File: src/rtl/ex_muldiv_ctrl.sv
// ex_muldiv_ctrl: iterative 32-bit multiply/divide sequencer owning HI/LO.
module ex_muldiv_ctrl (
  input  logic        Clk,
  input  logic        Reset,
  input  logic        Start,
  input  logic [1:0]  Op,
  input  logic [31:0] A,
  input  logic [31:0] B,
  input  logic        HiWrite,
  input  logic        LoWrite,
  input  logic [31:0] WriteData,
  output logic        Stall,
  output logic        Busy,
  output logic        Done,
  output logic        DivByZero,
  output logic [31:0] HI,
  output logic [31:0] LO
);
  typedef enum logic [1:0] {IDLE, RUN, FIX, DONE} stateT;
  stateT state, nextState;
  logic isDiv, negRes, negRem, zeroDiv;
  logic [5:0] count;
  logic [31:0] opB, aHold, absA, absB, quot, rem;
  logic [63:0] acc, prod;
  logic [32:0] mulSum, divShift, divDiff;
  always_ff @(posedge Clk)
    if (Reset) state <= IDLE;
    else state <= nextState;
  always_comb begin
    nextState = state;
    case (state)
      IDLE: if (Start) nextState = (Op[1] && B == 32'd0) ? FIX : RUN;
      RUN: if (count == 6'd31) nextState = FIX;
      FIX: nextState = DONE;
      default: nextState = IDLE;
    endcase
  end
  always_comb begin
    absA = (!Op[0] && A[31]) ? -A : A;
    absB = (!Op[0] && B[31]) ? -B : B;
    mulSum = {1'b0, acc[63:32]} + {1'b0, acc[0] ? opB : 32'd0};
    divShift = acc[63:31];
    divDiff = divShift - {1'b0, opB};
    prod = negRes ? -acc : acc;
    quot = negRes ? -acc[31:0] : acc[31:0];
    rem = negRem ? -acc[63:32] : acc[63:32];
  end
  // acc holds product (mult) or remainder:quotient (div); the low half starts as |A|
  always_ff @(posedge Clk) begin
    if (Reset) begin
      {isDiv, negRes, negRem, zeroDiv, DivByZero} <= '0;
      {count, opB, aHold, acc, HI, LO} <= '0;
    end else if (state == IDLE && Start) begin
      isDiv <= Op[1];
      negRes <= !Op[0] && (A[31] ^ B[31]);
      negRem <= !Op[0] && A[31];
      zeroDiv <= Op[1] && B == 32'd0;
      DivByZero <= 1'b0;
      count <= '0;
      opB <= absB;
      aHold <= A;
      acc <= {32'd0, absA};
    end else if (state == IDLE) begin
      if (HiWrite) HI <= WriteData;
      if (LoWrite) LO <= WriteData;
    end else if (state == RUN) begin
      count <= count + 6'd1;
      acc <= isDiv ? {divDiff[32] ? divShift[31:0] : divDiff[31:0], acc[30:0], ~divDiff[32]}
                   : {mulSum, acc[31:1]};
    end else if (state == FIX) begin
      if (zeroDiv) begin
        HI <= aHold;
        LO <= 32'hFFFFFFFF;
        DivByZero <= 1'b1;
      end else if (isDiv) begin
        HI <= rem;
        LO <= quot;
      end else begin
        {HI, LO} <= prod;
      end
    end
  end
  assign Stall = !Reset && ((state == IDLE && Start) || state == RUN || state == FIX);
  assign Busy = state != IDLE;
  assign Done = state == DONE;
endmodule

File: config.mk
export PLATFORM = sky130hd
export DESIGN_NAME = ex_muldiv_ctrl
export DESIGN_NICKNAME = d
export VERILOG_FILES = /design/src/rtl/ex_muldiv_ctrl.sv
export SDC_FILE = /design/constraint.sdc
export NUM_CORES = 1
export LEC_CHECK = 0
export CAP_MARGIN = 20
export CELL_PAD_IN_SITES_DETAIL_PLACEMENT = 0
export CELL_PAD_IN_SITES_GLOBAL_PLACEMENT = 1
export CORE_MARGIN = 2
export CORE_UTILIZATION = 46
export DETAILED_ROUTE_END_ITERATION = 8
export PLACE_DENSITY_LB_ADDON = 0.08
export SLEW_MARGIN = 20
export SYNTH_ARGS = -nofsm -noshare
export SYNTH_HDL_FRONTEND = slang
export SYNTH_SLANG_ARGS = --single-unit
File: constraint.sdc
create_clock -name Clk -period 5.9 [get_ports Clk]
set_input_delay 1.475 -clock Clk [delete_from_list [all_inputs] [get_ports Clk]]
set_output_delay 1.475 -clock Clk [all_outputs]
set_load 0.05 [all_outputs]
==> results of run 1 <==
[through the flow]
step	std cells	instance area [µm²]
after floorplan	2116	15550
after global placement	2615	17400
after detailed placement	2615	17400
after CTS	2663	18370
after global routing	2663	18370
final	2663	18370
[layer usage]
layer  wire (µm)  vias to the layer above  share of wire  GRT usage
li1            -                     7761              -          -
met1       26760                     7530           0.48     0.4632
met2       23210                      640           0.41     0.4547
met3        4621                       73          0.083    0.04978
met4        1367                        0          0.024    0.07480
met5           0                        -              0          0
[kinds of logic after synthesis]
kind of cell / Yosys count / synth area share
AND/OR/NAND/NOR: 715 / 0.2077
AO/OA/AOI/OAI: 684 / 0.2760
buffers and inverters: 208 / 0.05608
flip-flops: 205 / 0.2639
XOR/XNOR: 169 / 0.09566
adder cells (fa/ha/maj): 76 / 0.06211
multiplexers: 59 / 0.03854
[cell usage after synthesis (9+ instances only)]
master / n / area share
a211oi_1: 66 / 0.032
a21o_1: 39 / 0.019
a21oi_1: 252 / 0.081
a221oi_1: 9 / 0.0051
a311oi_1: 17 / 0.0096
a31oi_1: 23 / 0.0093
and2_1: 10 / 0.0040
buf_6: 9 / 0.0065
clkbuf_1: 114 / 0.028
dfxtp_1: 205 / 0.26
ha_1: 74 / 0.060
inv_1: 66 / 0.016
mux2i_1: 52 / 0.033
nand2_1: 241 / 0.058
nand2b_1: 28 / 0.011
nand3_1: 17 / 0.0055
nand3b_1: 9 / 0.0043
nand4_1: 15 / 0.0060
nor2_1: 250 / 0.060
nor2b_1: 13 / 0.0052
nor3_1: 46 / 0.015
nor4_1: 25 / 0.010
o211ai_1: 34 / 0.016
o21ai_0: 119 / 0.038
o21bai_1: 10 / 0.0048
o221ai_1: 11 / 0.0062
o22ai_1: 19 / 0.0076
o31ai_1: 24 / 0.012
o41ai_1: 12 / 0.0068
or3_1: 24 / 0.0097
xnor2_1: 87 / 0.049
xor2_1: 81 / 0.046
[worst max-delay path: stages]
cell and delay [ns]:
clkdlybuf4s50_1 0.69, nand2_2 0.10, a21oi_1 0.25, clkdlybuf4s50_1 0.86
[flip-flops by register name, summed over array words and instances, names as in the netlist, 2 cells and up]
signal	cells
HI	32
state	2
LO	32
opB	32
count	6
acc	64
aHold	32
[layout make-up]
class	instances	area [µm²]	area share
Multi-Input combinational cell	1703	10610	0.5776
Sequential cell	205	4108	0.2236
Timing Repair Buffer	192	1868	0.1017
Clock buffer	33	706.9	0.03848
Tap cell	448	560.5	0.03051
Clock inverter	15	264.0	0.01437
Inverter	67	251.5	0.01369
[how the worst min path moves through the flow]
stage / end / slack (ns) / cells past startpoint
after CTS: aHold[0] / 0.45 / 2
after detailed placement: aHold[0] / 0.44 / 2
final: aHold[0] / 0.45 / 2
after global routing: LO[19] / 0.47 / 2
after global placement: aHold[0] / 0.44 / 2
after floorplan: aHold[0] / 0.43 / 2
[power groups by stage]
stage	Sequential, µW	Clock, µW	Combinational [µW]
after global routing	2350	1890	6520
after detailed placement	2310	0	5880
after CTS	2280	1840	5920
after floorplan	2460	0	4040
final	2300	1820	5990
after global placement	2300	0	5850
==> run_results.csv, run 1 <==
group,metric,value,unit
global_route,gr-total-overflow,0,
layout,areaGrowthSynthToFinish,18.13,%
floorplan,start_util,0.4649,
placed_design,gp_congestion,0.9731,
clock_tree,cts_setup_buffers,0,
pwr,p_sw,5029,µW
placed_design,dp_hpwl,42200,µm
sta,fmax,205.9,MHz
synthesis,ys_ff_latch,205,
drt,totalWireLength,55960,µm
layout,antenna-diode-count,0,
layout,nets,2374,
pwr,leakage,0.007113,µW
run,cap_violations,0,
min_path,hp-start,"aHold[0]",
floorplan,rows,67,
setup_path,crit_type,"primary input to output pin",
global_route,grt_max_degree,96,
drt,routedWlPerCell,21.01,µm
pwr,power.density,550.3,nW/µm²
synthesis,synth-edff-count,0,
sta,rsz0062_at_grt,"false",
clock_tree,hold_buffers,0,
synthesis,synth_cell_types,75,
floorplan,die-height,187.9,µm
floorplan,boundaryPins,171,
clock_tree,cts.htree.levels,1,
pwr,pwr-share-clk,0.180,
synthesis,synth_warnings,0,
outcome,status,"complete, no violations",
global_route,antenna_found_initial,0,
placed_design,portBuffers,170,
sta,setup_tns,0,ns
setup_path,ff2ff_setup_slack,1.49,ns
global_route,grt_usage,0.3080,
setup_path,r2r_start,"acc[36]",
sta,finalSetupViolCount,0,
sta,period_minus_slack,4.858,ns
drt,postRouteAntennaNets,0,
pwr,p_int,5080,µW
setup_path,crit_path_start_kind,"primary input",
layout,drive_gt1_frac,0.04650,
clock_tree,cts_buffers,26,
sta,maxSlewViolCount,0,
global_route,grt_pass1_vias,14730,
pwr,combPwrFrac,0.592,
layout,final_common_cell,"a21oi_1",
synthesis,syn_nets,2295,
sta,skew,0.02181,ns
drt,drtIter0Drc,1614,
setup_path,critPathLaunch,"Start",
global_route,grt_first_pass_wirelength,86210,µm
synthesis,syn-cell-area,15550,µm²
clock_tree,clock_latency,0.55,ns
layout,fill_cells,3282,
sta,max_slew.worst_pin.slew,1.031,ns
setup_path,required,4.43,ns
sta,finalCritPeriodShare,0.8233,
sta,worst_slack,1.042,ns
layout,final_cell_mix,"a21oi_1, nor2_1, nand2_1",
floorplan,dieArea,35290,µm²
setup_path,reg2regPathDepth,11,
sta,finalHoldViolations,0,
drt,route.detailed.drc,0,
drt,first_pass_iters,5,
drt,vias,16000,
placed_design,dp_slack,1.093,ns
setup_path,cp.arrival,3.38,ns
clock_tree,cts_tree,"built",
synthesis,ys_seq_area_frac,0.2639,
pwr,power,10110,µW
pwr,seqPwrFrac,0.228,
floorplan,core_area,33450,µm²
min_path,worstHoldPathType,"flop to flop",
synthesis,synth_flop_cell,"dfxtp_1",
setup_path,crit_path_end_kind,"output pin",
pwr,vdd_drop_max,0.2815,mV
clock_tree,clock-root-buffer,"clkbuf_16",
setup_path,critPathCapture,"Stall",
pwr,power.share.switching,0.4975,
clock_tree,path_clk_slew,0.06,ns
sta,relSlewSlack,0.3115,
clock_tree,cts_resized,0,
setup_path,critPathMaxFanout,4,
clock_tree,clockBufferDepth,3,
synthesis,ys_async_sr_fraction,0,
clock_tree,clock_sinks,205,
setup_path,r2r_end,"acc[38]",
sta,whs,0.4528,ns
synthesis,synth.avg_cell_area,7.349,µm²
floorplan,die_x,187.9,µm
synthesis,synthCells,2116,
drt,routed_via_density,6.010,
layout,final_util,0.5492,
Note: power is estimated with default switching activity, not from simulation.
==> run 2, diff against run 1 <==
--- a/config.mk
+++ b/config.mk
@@ -9,7 +9,7 @@
 export CELL_PAD_IN_SITES_DETAIL_PLACEMENT = 0
 export CELL_PAD_IN_SITES_GLOBAL_PLACEMENT = 1
 export CORE_MARGIN = 2
-export CORE_UTILIZATION = 46
+export CORE_UTILIZATION = 42
 export DETAILED_ROUTE_END_ITERATION = 8
 export PLACE_DENSITY_LB_ADDON = 0.08
 export SLEW_MARGIN = 20
==> constraint.sdc (replaced) <==
create_clock -name Clk -period 4.8 [get_ports Clk]
set_input_delay 1.2 -clock Clk [delete_from_list [all_inputs] [get_ports Clk]]
set_output_delay 1.2 -clock Clk [all_outputs]
set_load 0.05 [all_outputs]
==> run_results.csv, run 2 (same netlist as run 1, synthesis figures left out) <==
group,metric,value,unit
sta,max_slew.worst_pin.slew,1.021,ns
drt,vias,15860,
setup_path,critPathMaxStageDelay,0.54,ns
layout,final_cell_mix,"a21oi_1, nor2_1, nand2_1",
pwr,power.share.switching,0.5026,
setup_path,crit_top_cell,"a21oi_1",
setup_path,cp.arrival,4.38,ns
clock_tree,path_clk_slew,0.06,ns
setup_path,reg2regPathDepth,12,
layout,max_flop_register,"acc",
sta,skew,0.01486,ns
pwr,leakage,0.007149,µW
pwr,p_int,6178,µW
layout,layout.area.seq,4108,µm²
setup_path,crit_type,"flop to flop",
global_route,grt_util_met3,0.05869,
global_route,use_met2,0.4179,
setup_path,crit_path_start_kind,"flop",
floorplan,core_area,36520,µm²
setup_path,cp_slowest_cell,"dfxtp_1",
drt,routed_via_density,5.890,
pwr,combPwrFrac,0.606,
outcome,status,"complete, no violations",
drt,first_pass_iters,5,
floorplan,die_x,196.4,µm
sta,finalSetupViolCount,0,
layout,fill_cells,3694,
run,cap_violations,0,
sta,period_minus_slack,3.955,ns
global_route,grtUsageMet1,0.4341,
placed_design,portBuffers,170,
global_route,antenna_found_initial,0,
sta,relSlewSlack,0.3190,
sta,rsz0062_at_grt,"false",
sta,finalCritPeriodShare,0.8240,
setup_path,path_cells,"inv_1 > fa_1 > nand2b_1 > a21o_1 > a211oi_1 > o31ai_1 > o211ai_1 > xor2_4 > buf_12 > mux2_2 > a21oi_1 > a21oi_1",
pwr,pwr-share-clk,0.168,
setup_path,critPathMaxFanout,44,
layout,drive_gt1_frac,0.05034,
sta,whs,0.4567,ns
sta,maxSlewViolCount,0,
placed_design,gp_congestion,0.9389,
global_route,grt_first_pass_wirelength,86930,µm
clock_tree,cts_resized,0,
clock_tree,hold_buffers,0,
placed_design,dp_hpwl,43760,µm
sta,finalHoldViolations,0,
min_path,worstHoldPathType,"flop to flop",
layout,largest_reg_flops,64,
global_route,grt_usage,0.2887,
clock_tree,clock_sinks,205,
drt,totalWireLength,57460,µm
layout,multi_input_area,10610,µm²
floorplan,dieArea,38580,µm²
drt,postRouteAntennaNets,0,
placed_design,dp.cells,2647,
drt,drtIter0Drc,1396,
min_path,hold_depth,2,
floorplan,boundaryPins,171,
clock_tree,clock_latency,0.56,ns
clock_tree,cts_setup_buffers,0,
clock_tree,clock-root-buffer,"clkbuf_16",
drt,route.detailed.drc,0,
global_route,grt-busiest-layer,"met1",
floorplan,rows,70,
clock_tree,clockBufferDepth,3,
floorplan,start_util,0.4258,
pwr,seqPwrFrac,0.226,
global_route,grt_pass1_vias,14660,
layout,antenna-diode-count,0,
pwr,power.density,673.6,nW/µm²
clock_tree,cts_buffers,26,
setup_path,crit_path_end_kind,"flop",
drt,routedWlPerCell,21.34,µm
global_route,grt_max_degree,87,
clock_tree,cts_tree,"built",
layout,final_common_cell,"a21oi_1",
global_route,gr-total-overflow,0,
layout,areaGrowthSynthToFinish,18.55,%
pwr,vdd_drop_max,0.3101,mV
clock_tree,cts.htree.levels,1,
setup_path,required,5.23,ns
pwr,p_sw,6241,µW
layout,final_cell_count_no_fill,2693,
sta,fmax,252.8,MHz
layout,nets,2386,
sta,setup_tns,0,ns
floorplan,die-height,196.4,µm
## run 2: cell count changes in the layout (fill, tap and decap cells not counted), sizes merged
cell	change
buf	+13
bufinv	-3
clkbuf	+3
clkdlybuf4s50	-1
clkinv	-2
## run 2: area by class of cell
type                    count  area share
well taps                 468     0.03176
repair buffers            204      0.1074
inverters                  67     0.01364
clock inverters            10    0.008891
flip-flops and latches    205      0.2228
clock buffers              36     0.04004
multi-input cells        1703      0.5754
## run 2: worst paths after layout
| path | start | to | slack [ns] |
|---|---|---|---|
| setup / recovery | acc[32] | acc[47] | 0.84 |
| hold / removal | aHold[4] | aHold[4] | 0.46 |
| setup reg to reg | acc[32] | acc[47] | 0.84 |
| hold reg to reg | aHold[4] | aHold[4] | 0.46 |
## run 2: layer usage
metal  wire, µm  vias up
met5          0        -
met4       1366        0
met3       4775       77
met2      23560      561
met1      27770     7446
li1           -     7778
## run 2: per-stage QoR
stage | setup WS, ns | instance area, µm² | util | total power, µW
after floorplan | 1.124 | 15550 | - | 7987
after global placement | 0.4840 | 17530 | 0.4801 | 10170
after detailed placement | 0.4928 | 17530 | 0.4801 | 10210
after CTS | 0.8346 | 18440 | 0.5048 | 12320
after global routing | 0.6152 | 18440 | 0.5048 | 13200
final | 0.8446 | 18440 | 0.5048 | 12420
## run 2: worst max-delay path, delay by kind of cell, from the launching register on
family,cells,cell delay (ns)
AO/OA/AOI/OAI,6,1.66
multiplexers,1,0.36
buffers and inverters,2,0.42
XOR/XNOR,1,0.19
flip-flops,1,0.54
AND/OR/NAND/NOR,1,0.18
adder cells (fa/ha/maj),1,0.44
## run 2: power groups by stage
stage                     Sequential [µW]  Combinational, µW  Clock [µW]
after detailed placement             2820               7390           0
after global routing                 2860               8160        2180
after floorplan                      3020               4960           0
after CTS                            2780               7430        2110
final                                2800               7520        2090
after global placement               2800               7370           0
